--- src/rtl/loader_pkg.sv ---
// Shared constants and FSM state type for the instruction-store loader.
package loader_pkg;

  localparam int         LD_ADDR_W    = 8;
  localparam int         LD_DATA_W    = 8;
  localparam logic [7:0] LD_SYNC_BYTE = 8'hA5;
  localparam logic [7:0] LD_BASE_ADDR = 8'h00;

  typedef enum logic [2:0] {
    IDLE,
    LEN,
    DATA,
    CSUM,
    CHECK
  } ld_state_e;

endpackage

--- src/rtl/loader_csum.sv ---
// Running 8-bit checksum of frame payload with clear, accumulate and compare.
module loader_csum #(
  parameter int DATA_W = 8
) (
  input  logic              clk,
  input  logic              rst,
  input  logic              clr_i,
  input  logic              acc_i,
  input  logic [DATA_W-1:0] byte_i,
  input  logic [DATA_W-1:0] ref_i,
  output logic              match_o
);

  logic [DATA_W-1:0] sum_q;

  // NOTE: reset is synchronous, so it lives inside the clocked block as an ordinary branch.
  always_ff @(posedge clk) begin
    if (rst || clr_i) begin
      sum_q <= '0;
    end else if (acc_i) begin
      sum_q <= sum_q + byte_i;
    end
  end

  assign match_o = (sum_q == ref_i);

endmodule

--- src/rtl/program_loader.sv ---
// Frame receiver that writes SYNC/LEN/DATA/CSUM payload into the instruction RAM.
module program_loader
  import loader_pkg::*;
#(
  parameter int                ADDR_W    = LD_ADDR_W,
  parameter int                DATA_W    = LD_DATA_W,
  parameter logic [DATA_W-1:0] SYNC_BYTE = LD_SYNC_BYTE,
  parameter logic [ADDR_W-1:0] BASE_ADDR = LD_BASE_ADDR
) (
  input  logic              clk,
  input  logic              rst,
  input  logic [DATA_W-1:0] rx_data,
  input  logic              rx_valid,
  output logic              rx_ready,
  output logic              mem_we,
  output logic [ADDR_W-1:0] mem_waddr,
  output logic [DATA_W-1:0] mem_wdata,
  output logic              cpu_hold,
  output logic              load_done,
  output logic              load_error
);

  localparam logic [ADDR_W:0] LEN_MAX = {1'b1, {ADDR_W{1'b0}}};
  localparam logic [ADDR_W:0] IDX_ONE = {{ADDR_W{1'b0}}, 1'b1};

  ld_state_e         state_q;
  logic              rx_ready_q;
  logic              mem_we_q;
  logic [ADDR_W-1:0] mem_waddr_q;
  logic [DATA_W-1:0] mem_wdata_q;
  logic              cpu_hold_q;
  logic              load_done_q;
  logic              load_error_q;
  logic [ADDR_W:0]   len_q;
  logic [ADDR_W:0]   idx_q;
  logic [ADDR_W:0]   idx_d;
  logic [DATA_W-1:0] csum_q;
  logic              rx_accept;
  logic              csum_match;

  assign rx_accept = rx_valid & rx_ready_q;

  // NOTE: combinational helpers assign every output unconditionally so no latch is inferred.
  always_comb begin
    idx_d = idx_q + IDX_ONE;
  end

  loader_csum #(.DATA_W(DATA_W)) u_csum (
    .clk     (clk),
    .rst     (rst),
    .clr_i   ((state_q == IDLE) && rx_accept && (rx_data == SYNC_BYTE)),
    .acc_i   ((state_q == DATA) && rx_accept),
    .byte_i  (rx_data),
    .ref_i   (csum_q),
    .match_o (csum_match)
  );

  // NOTE: all state and registered outputs use non-blocking assignment so every
  // register samples pre-edge values regardless of statement order.
  always_ff @(posedge clk) begin
    if (rst) begin
      state_q      <= IDLE;
      rx_ready_q   <= 1'b0;
      mem_we_q     <= 1'b0;
      mem_waddr_q  <= '0;
      mem_wdata_q  <= '0;
      cpu_hold_q   <= 1'b0;
      load_done_q  <= 1'b0;
      load_error_q <= 1'b0;
      len_q        <= '0;
      idx_q        <= '0;
      csum_q       <= '0;
    end else begin
      mem_we_q <= 1'b0;
      case (state_q)
        IDLE: begin
          rx_ready_q <= 1'b1;
          if (rx_accept && (rx_data == SYNC_BYTE)) begin
            state_q      <= LEN;
            cpu_hold_q   <= 1'b1;
            load_done_q  <= 1'b0;
            load_error_q <= 1'b0;
            idx_q        <= '0;
          end
        end
        LEN: begin
          if (rx_accept) begin
            len_q   <= (rx_data == '0) ? LEN_MAX : (ADDR_W + 1)'(rx_data);
            state_q <= DATA;
          end
        end
        DATA: begin
          if (rx_accept) begin
            mem_we_q    <= 1'b1;
            mem_waddr_q <= BASE_ADDR + idx_q[ADDR_W-1:0];
            mem_wdata_q <= rx_data;
            idx_q       <= idx_d;
            if (idx_d == len_q) begin
              state_q <= CSUM;
            end
          end
        end
        CSUM: begin
          if (rx_accept) begin
            csum_q     <= rx_data;
            rx_ready_q <= 1'b0;
            state_q    <= CHECK;
          end
        end
        CHECK: begin
          if (csum_match) begin
            load_done_q <= 1'b1;
          end else begin
            load_error_q <= 1'b1;
          end
          cpu_hold_q <= 1'b0;
          rx_ready_q <= 1'b1;
          state_q    <= IDLE;
        end
        default: begin
          state_q <= IDLE;
        end
      endcase
    end
  end

  assign rx_ready   = rx_ready_q;
  assign mem_we     = mem_we_q;
  assign mem_waddr  = mem_waddr_q;
  assign mem_wdata  = mem_wdata_q;
  assign cpu_hold   = cpu_hold_q;
  assign load_done  = load_done_q;
  assign load_error = load_error_q;

endmodule

--- config.mk ---
export PLATFORM = sky130hd
export DESIGN_NAME = program_loader
export DESIGN_NICKNAME = d
export VERILOG_FILES = /design/src/rtl/loader_pkg.sv /design/src/rtl/loader_csum.sv /design/src/rtl/program_loader.sv
export SDC_FILE = /design/constraint.sdc
export NUM_CORES = 1
export LEC_CHECK = 0
export CORE_ASPECT_RATIO = 0.7
export CORE_MARGIN = 8
export CORE_UTILIZATION = 45
export DETAILED_ROUTE_END_ITERATION = 6
export GPL_TIMING_DRIVEN = 0
export PLACE_DENSITY = 0.76
export SYNTH_ARGS = -nofsm -noshare
export SYNTH_HDL_FRONTEND = slang
export SYNTH_SLANG_ARGS = --single-unit
--- constraint.sdc ---
create_clock -name clk -period 2.31 [get_ports clk]
set_clock_uncertainty 0.2 [all_clocks]
set_input_delay 0.3465 -clock clk [delete_from_list [all_inputs] [get_ports clk]]
set_output_delay 0.3465 -clock clk [all_outputs]
set_load 0.01 [all_outputs]
Word level (Yosys, flattened, before mapping). Index checks and enable logic that the tools add are counted.

Register bits: 58. Logic and storage cells: 71.

Add/subtract/negate cells: 2. Equality and inequality tests: 14. Mux-type cells: 20. Bitwise gates (word level): 2. Reduce and logical (&&, ||, !) cells: 21.

Operators by type and width (count): 2-to-1 mux 9 bit (3); case mux 9 bit (2 select lines) (1); 2-to-1 mux 3 bit (5); case mux 3 bit (4 select lines) (1); inequality test 2 bit (second input constant) (5); AND reduction 2 bit (5); adder 9 x 1 -> 9 bit (second input constant) (1); equality test 9 bit (1); AND reduction 3 bit (3); adder 8 bit (1); equality test 8 bit (1); equality test 8 bit (second input constant) (1); logical NOT 8 bit (1); case mux 1 bit (2 select lines) (4); equality test 3 x 2 -> 1 bit (second input constant) (2); 2-to-1 mux 1 bit (6); nonzero test 2 bit (3); AND reduction 5 bit (1); logical AND 1 bit (4); inequality test 2 x 1 -> 1 bit (second input constant) (2); OR reduction 2 bit (2); equality test 3 x 1 -> 1 bit (second input constant) (1); equality test 3 bit (second input constant) (1); logical NOT 3 bit (1); 3 further kinds (3).

Longest topological paths before layout. Gate-level depths: netlist of run 1.

Depth after elaboration: 5. Mapped depth: 9. Mapped depth without buffers: 9.

By module. A second synthesis of run 1 with hierarchy kept.

Cells, all modules: 341. Area, all modules: 2912.8 um2.

Modules (own cells, without submodules): program_loader (times used 1, cells each 253, area an instance 2163.3 um2, seq. area each 1001.0 um2); loader_csum (times used 1, cells each 88, area an instance 749.5 um2, seq. area each 160.2 um2).

Worst setup path before layout of run 1. No wires, ideal clock.

Path type: register to register. From: reg idx_q[0]. To: reg state_q[0]. Data arrival time: 1.724 ns. Setup slack: 0.312 ns. Stages on the path, launching flop included: 7. Buffers on the path: 1. Period minus slack after synthesis: 1.998 ns. Cell sequence: dfxtp_1 ha_1 clkbuf_1 nand3_1 or3_1 a2111o_1 o21ai_0.

Word-level cells in the longest chain between the ends: 4.

RTL lines: start: declaration (line program_loader.sv:35) `logic [ADDR_W:0] idx_q;`; start signal: assignment (line program_loader.sv:97) `idx_q <= idx_d;`; adder 9 x 1 -> 9 bit (line program_loader.sv:45) `idx_d = idx_q + IDX_ONE;`; equality test 9 bit (line program_loader.sv:98) `if (idx_d == len_q) begin`; inequality test 2 x 1 -> 1 bit (no source line); AND reduction 5 bit (no source line); end signal: assignment (line program_loader.sv:62) `state_q <= IDLE;`; end signal: assignment (line program_loader.sv:99) `state_q <= CSUM;`; end signal: assignment (line program_loader.sv:107) `state_q <= CHECK;`; end: declaration (line program_loader.sv:26) `ld_state_e state_q;`.

No other way between the ends. A chain may end at the register's enable or synchronous reset.

Final worst setup path of run 1.
From: in rx_data[5]. To: reg u_csum.sum_q[7].

Word-level cells in the longest chain between the ends: 3. Elaborated cells on any way between the ends: 4. Classes of those cells: add/sub (1); eq/ne (1); reduce/logical (2).

RTL lines: start: declaration (line program_loader.sv:12) `input logic [DATA_W-1:0] rx_data,`; branches (longest 3 deep; another with adder 8 bit); end signal: assignment (line loader_csum.sv:21) `sum_q <= sum_q + byte_i;`; end: declaration (line loader_csum.sv:14) `logic [DATA_W-1:0] sum_q;`.

Parallel ways; which one is timed is not known.

==> results of run 1 <==
## final cells by class
cell class / count / area, um^2 / area share
clock buffers: 13 / 159 / 0.0456
well taps: 78 / 97.6 / 0.0280
flip-flops and latches: 58 / 1160 / 0.333
inverters: 8 / 30.0 / 0.00862
repair buffers: 33 / 332 / 0.0952
plain buffers: 17 / 82.6 / 0.0237
multi-input cells: 259 / 1560 / 0.448
clock inverters: 2 / 60.1 / 0.0172
## routing by layer
| metal | vias up | part of all wire | GRT usage |
|---|---|---|---|
| met5 | - | 0 | 0 |
| met4 | 0 | 0.015 | 0.0430 |
| met3 | 11 | 0.095 | 0.0707 |
| met2 | 81 | 0.40 | 0.260 |
| met1 | 1193 | 0.49 | 0.224 |
| li1 | 1275 | - | - |
## cells in the final DEF, fill, tap and decap left out, types with 3 or more instances in the layout
cell,n
dfxtp_1,58
clkbuf_1,11
inv_1,8
o21ai_0,10
xnor2_1,11
nor3_1,4
ha_1,8
nand3b_1,3
nand3_1,15
clkbuf_8,12
dlymetal6s2s_1,3
a211oi_1,4
or3_1,5
nand4_1,3
buf_2,7
nand2b_1,5
xor2_1,11
nor4_1,4
a21oi_1,50
nor2b_1,4
mux2i_1,11
clkdlybuf4s50_1,27
nand2_1,52
nor2_1,31
## where the power goes
part | internal (mW) | switching, mW
logic | 0.0322 | 0.0507
registers | 1.00 | 0.00133
clock network | 0.661 | 0.402
total | 1.69 | 0.454
## what timing repair did
action	CTS	global route
hold buffers	0	0
endpoints found under the setup margin	3	9
pin swaps	1	1
buffers inserted	1	1
gates resized for setup	3	5
## worst max-delay path: stages
cell	delay, ns
clkdlybuf4s50_1	0.56
ha_1	0.41
o21a_1	0.12
o21a_1	0.18
o22ai_2	0.19
mux2i_1	0.28
xnor2_1	0.14
nor2_1	0.06
## synth_stat cells, drive strengths merged, types with 2 or more instances
cell,n
dfxtp,58
nand2,53
a21oi,50
nor2,32
nand3,15
clkbuf,11
mux2i,11
o21ai,11
xnor2,11
xor2,11
ha,8
inv,8
buf,7
nand2b,5
nor4,5
or3,5
a211oi,4
nor2b,4
nor3,4
nand3b,3
nand4,3
o21bai,3
a21o,2
a31oi,2
o21a,2
or4,2
## flip-flops by register name (all words and copies together) (netlist names)
signal	cells
csum_q	8
mem_wdata	8
rx_ready	1
load_done	1
len_q	9
idx_q	9
u_csum.sum_q	8
load_error	1
mem_we	1
mem_waddr	8
cpu_hold	1
state_q	3
## cells by family after synthesis
kind of cell / Yosys count / synth area share
mux: 11 / 0.0391
simple gates: 137 / 0.232
fa+ha+maj: 9 / 0.0427
buf+inv: 26 / 0.0413
flops: 58 / 0.412
compound gates: 80 / 0.164
xor+xnor: 22 / 0.0684
## per-stage QoR
stage / setup TNS, ns / cell area, um^2 / std cells / util
2_1_floorplan: 0 / 2820 / 343 / -
3_3_place_gp: -6.80 / 3220 / 452 / 0.526
3_5_place_dp: -7.43 / 3220 / 452 / 0.526
4_1_cts: 0 / 3460 / 468 / 0.565
5_1_grt: -0.0122 / 3480 / 468 / 0.568
6_report: 0 / 3480 / 468 / 0.568
## final timing paths
check | endpoint | start
max | u_csum.sum_q[7] | rx_data[5]
min | mem_wdata[3] | rx_data[3]
max reg2reg | state_q[0] | idx_q[0]
min reg2reg | mem_waddr[6] | mem_waddr[6]
==> results.toml, run 1 <==
[placed_design]
place_congestion = 0.900
dp_slack_ns = -0.421
hpwl_mm = 5.34
port_buffers = 31

[clock_tree]
cts_max_level = 3
cts.sinks = 58
cts.path.max_buffers = 2
clk_latency_ns = 0.35
clock-root-buffer = "clkbuf_8"
clk_pin_slew_ns = 0.07
tritoncts = "done"
cts_made_buffers = 9

[floorplanning]
fp.dieW_um = 111
fp.dieH_um = 82.2
start_util = 0.460
num_io_pins = 32
die-area_um2 = 9080
core_um2 = 6130
num_rows = 24

[sta]
fin_ws_ns = 0.0602
relSlewSlack = 0.521
rsz0062_at_grt = "yes"
worstMarginPinSlew_ns = 0.714
hold_viol = 0
min_period_ns = 2.25
hold_slack_ns = 0.184
final-max-slew-violation-count = 0
final.period_utilization = 0.974
finalSetupViolCount = 0
max_freq_mhz = 444

[critical_path]
critPathKind = "input port to flip-flop"
crit_required_ns = 2.34
endpoint_kind = "flip-flop"
reg2reg_slack_ns = 0.17
critPathMaxFanout = 6
critPathArrivalTime_ns = 2.28
cp-start-kind = "input port"
ff2ff_path_depth = 5

[hold_path]
whs_path_depth = 3
hold_class = "input port to flip-flop"

[global_routing]
grt_overflow_total = 0
antenna_found_initial = 0
grt_max_degree = 11
grt_use_total = 0.172
grt_pass1_vias = 2516
grt_first_pass_wirelength_mm = 12.4

[layout]
layout-drive-gt1-share = 0.0769
num-nets-final = 406
insertedDiodeCount = 0
syn2layout_area_growth_pct = 23.7
fill_cells = 577

[status]
outcome = "finished, final reports clean"

[power_and_ir_drop]
p_leak_nw = 1.31
p_per_area_nw_per_um2 = 617
power_mw = 2.15
irDropWorstVdd_uv = 439

[yosys]
synth_ff_type = "dfxtp_1"
avgSynthCellArea_um2 = 8.21
synth.ff_latch_count = 58
synth_area_leaders = "dfxtp_1 41%, a21oi_1 8.9%, nand2_1 6.9%, nor2_1 4.3%, mux2i_1 3.9%"
async_flop_share = 0
synth.top_cell.area_share = 0.412
yosys_warnings = 0
syn-num-nets = 363
syn_inst = 343
synth-seq-area-share = 0.412
yosysUniqueCellTypes = 45
synth_edf_count = 0
synth.cell_area_um2 = 2820
synth_top_cell_by_area = "dfxtp_1"

[route]
vias = 2560
post_drt_via_cell_ratio = 5.47
dr.pass1.iters = 5
drt-wirelength-per-cell_um = 16.0
drt_iter0_drc = 167
drc = 0
ant_nets = 0
routed_wl_mm = 7.51

[flow_run]
cap_violations = 0
No activity file was read; power rests on OpenSTA's default activity.
==> run 2: changes to the inputs <==
--- a/config.mk
+++ b/config.mk
@@ -5,12 +5,11 @@
 export SDC_FILE = /design/constraint.sdc
 export NUM_CORES = 1
 export LEC_CHECK = 0
-export CORE_ASPECT_RATIO = 0.7
-export CORE_MARGIN = 8
+export CORE_MARGIN = 2
 export CORE_UTILIZATION = 45
 export DETAILED_ROUTE_END_ITERATION = 6
 export GPL_TIMING_DRIVEN = 0
-export PLACE_DENSITY = 0.76
+export PLACE_DENSITY = 0.79
 export SYNTH_ARGS = -nofsm -noshare
 export SYNTH_HDL_FRONTEND = slang
 export SYNTH_SLANG_ARGS = --single-unit
==> constraint.sdc (replaced) <==
create_clock -name clk -period 2.05 [get_ports clk]
set_clock_uncertainty 0.2 [all_clocks]
set_input_delay 0.3075 -clock clk [delete_from_list [all_inputs] [get_ports clk]]
set_output_delay 0.3075 -clock clk [all_outputs]
set_load 0.01 [all_outputs]
==> results.toml, run 2 (synthesized netlist as in run 1, its figures left out) <==
[status]
outcome = "finished, final reports clean"

[clock_tree]
cts_made_buffers = 9
clock-root-buffer = "clkbuf_8"
cts_hold_buffers = 0
clk_latency_ns = 0.34
tritoncts = "done"
cts.sinks = 58
clk_pin_slew_ns = 0.06
cts.path.max_buffers = 2
cts_max_level = 3

[floorplanning]
core_um2 = 5990
start_util = 0.470
fp.dieH_um = 83.1
fp.dieW_um = 83.1
die-area_um2 = 6900
num_rows = 28
num_io_pins = 32

[power_and_ir_drop]
irDropWorstVdd_uv = 311
power_mw = 2.26
p_leak_nw = 1.29
p_per_area_nw_per_um2 = 646

[layout]
layout_commonest_cell = "dfxtp_1"
multi_input_area_um2 = 1600
reg_top3 = "idx_q (9), len_q (9)"
insertedDiodeCount = 0
layout-drive-gt1-share = 0.115
fill_cells = 517
design_area_um2 = 3500
num-nets-final = 407
regArea_um2 = 1170
syn2layout_area_growth_pct = 24.3
final_cell_mix = "54 x dfxtp_1, 52 x nand2_1, 50 x a21oi_1"

[route]
ant_nets = 0
drt_iter0_drc = 274
drt-wirelength-per-cell_um = 16.0
vias = 2670
dr.pass1.iters = 4
routed_wl_mm = 7.44
post_drt_via_cell_ratio = 5.73
drc = 0

[critical_path]
endpoint_kind = "flip-flop"
critPathArrivalTime_ns = 2.09
critPathKind = "input port to flip-flop"
crit_required_ns = 2.12
cp-start-kind = "input port"
critPathMaxFanout = 6

[flow_run]
cap_violations = 0

[sta]
finalSetupTns_ns = 0
final.period_utilization = 0.985
final-max-slew-violation-count = 0
max_freq_mhz = 495
finalSetupViolCount = 0
min_period_ns = 2.02
worstMarginPinSlew_ns = 0.556
hold_viol = 0
relSlewSlack = 0.630
rsz0062_at_grt = "yes"
hold_slack_ns = 0.121

[placed_design]
place_congestion = 0.911
port_buffers = 31
hpwl_mm = 5.04
place_area_um2 = 3220

[hold_path]
hold_class = "input port to flip-flop"

[global_routing]
grt_use_total = 0.217
grt_first_pass_wirelength_mm = 12.1
grt_pass1_vias = 2445
antenna_found_initial = 0
grt_overflow_total = 0
grt_max_degree = 11
-- run 2: area by class of cell --
cell class | instances | area share
inverters | 8 | 0.00858
repair buffers | 34 | 0.0959
well taps | 75 | 0.0268
flip-flops and latches | 58 | 0.333
clock inverters | 3 | 0.0114
clock buffers | 12 | 0.0415
plain buffers | 17 | 0.0265
multi-input cells | 259 | 0.456
-- run 2: metal layers --
metal | routed length [um] | track usage | up-vias
li1 | - | - | 1276
met1 | 3250 | 0.293 | 1277
met2 | 3490 | 0.337 | 107
met3 | 586 | 0.0447 | 10
met4 | 106 | 0.0939 | 0
met5 | 0 | 0 | -
-- run 2: timing repair --
action / in CTS / in global routing
pin swaps: 1 / 2
gates resized for setup: 12 / 22
setup endpoints to repair: 21 / 36
buffers inserted: 1 / 2
endpoints found under the hold margin: 0 / 0
-- run 2: critical path, cell delays in order --
cell,delay [ns]
dlygate4sd2_1,0.33
or4_4,0.60
nor4_2,0.35
a21oi_1,0.07
or3_1,0.34
o21ai_0,0.08
-- run 2: path summary, 6_finish.rpt --
path / startpoint / to / slack [ns] / depth (start not counted)
max: rx_data[1] / state_q[0] / 0.03 / 6
min: rx_data[0] / mem_wdata[0] / 0.12 / 3
max reg2reg: state_q[2] / state_q[0] / 0.05 / 7
min reg2reg: mem_waddr[0] / mem_waddr[0] / 0.25 / 2
-- run 2: through the flow --
stage	instances	setup WS [ns]	util
2_1_floorplan	343	0.0515	-
3_3_place_gp	449	-0.621	0.537
3_5_place_dp	449	-0.638	0.537
4_1_cts	464	0.00829	0.572
5_1_grt	466	-0.0504	0.584
6_report	466	0.0314	0.584
-- run 2: where the power goes --
group	internal, mW	leakage (nW)	switching, mW
sequential	1.13	0.469	0.00196
combinational	0.0361	0.725	0.0613
clock	0.584	0.0962	0.449
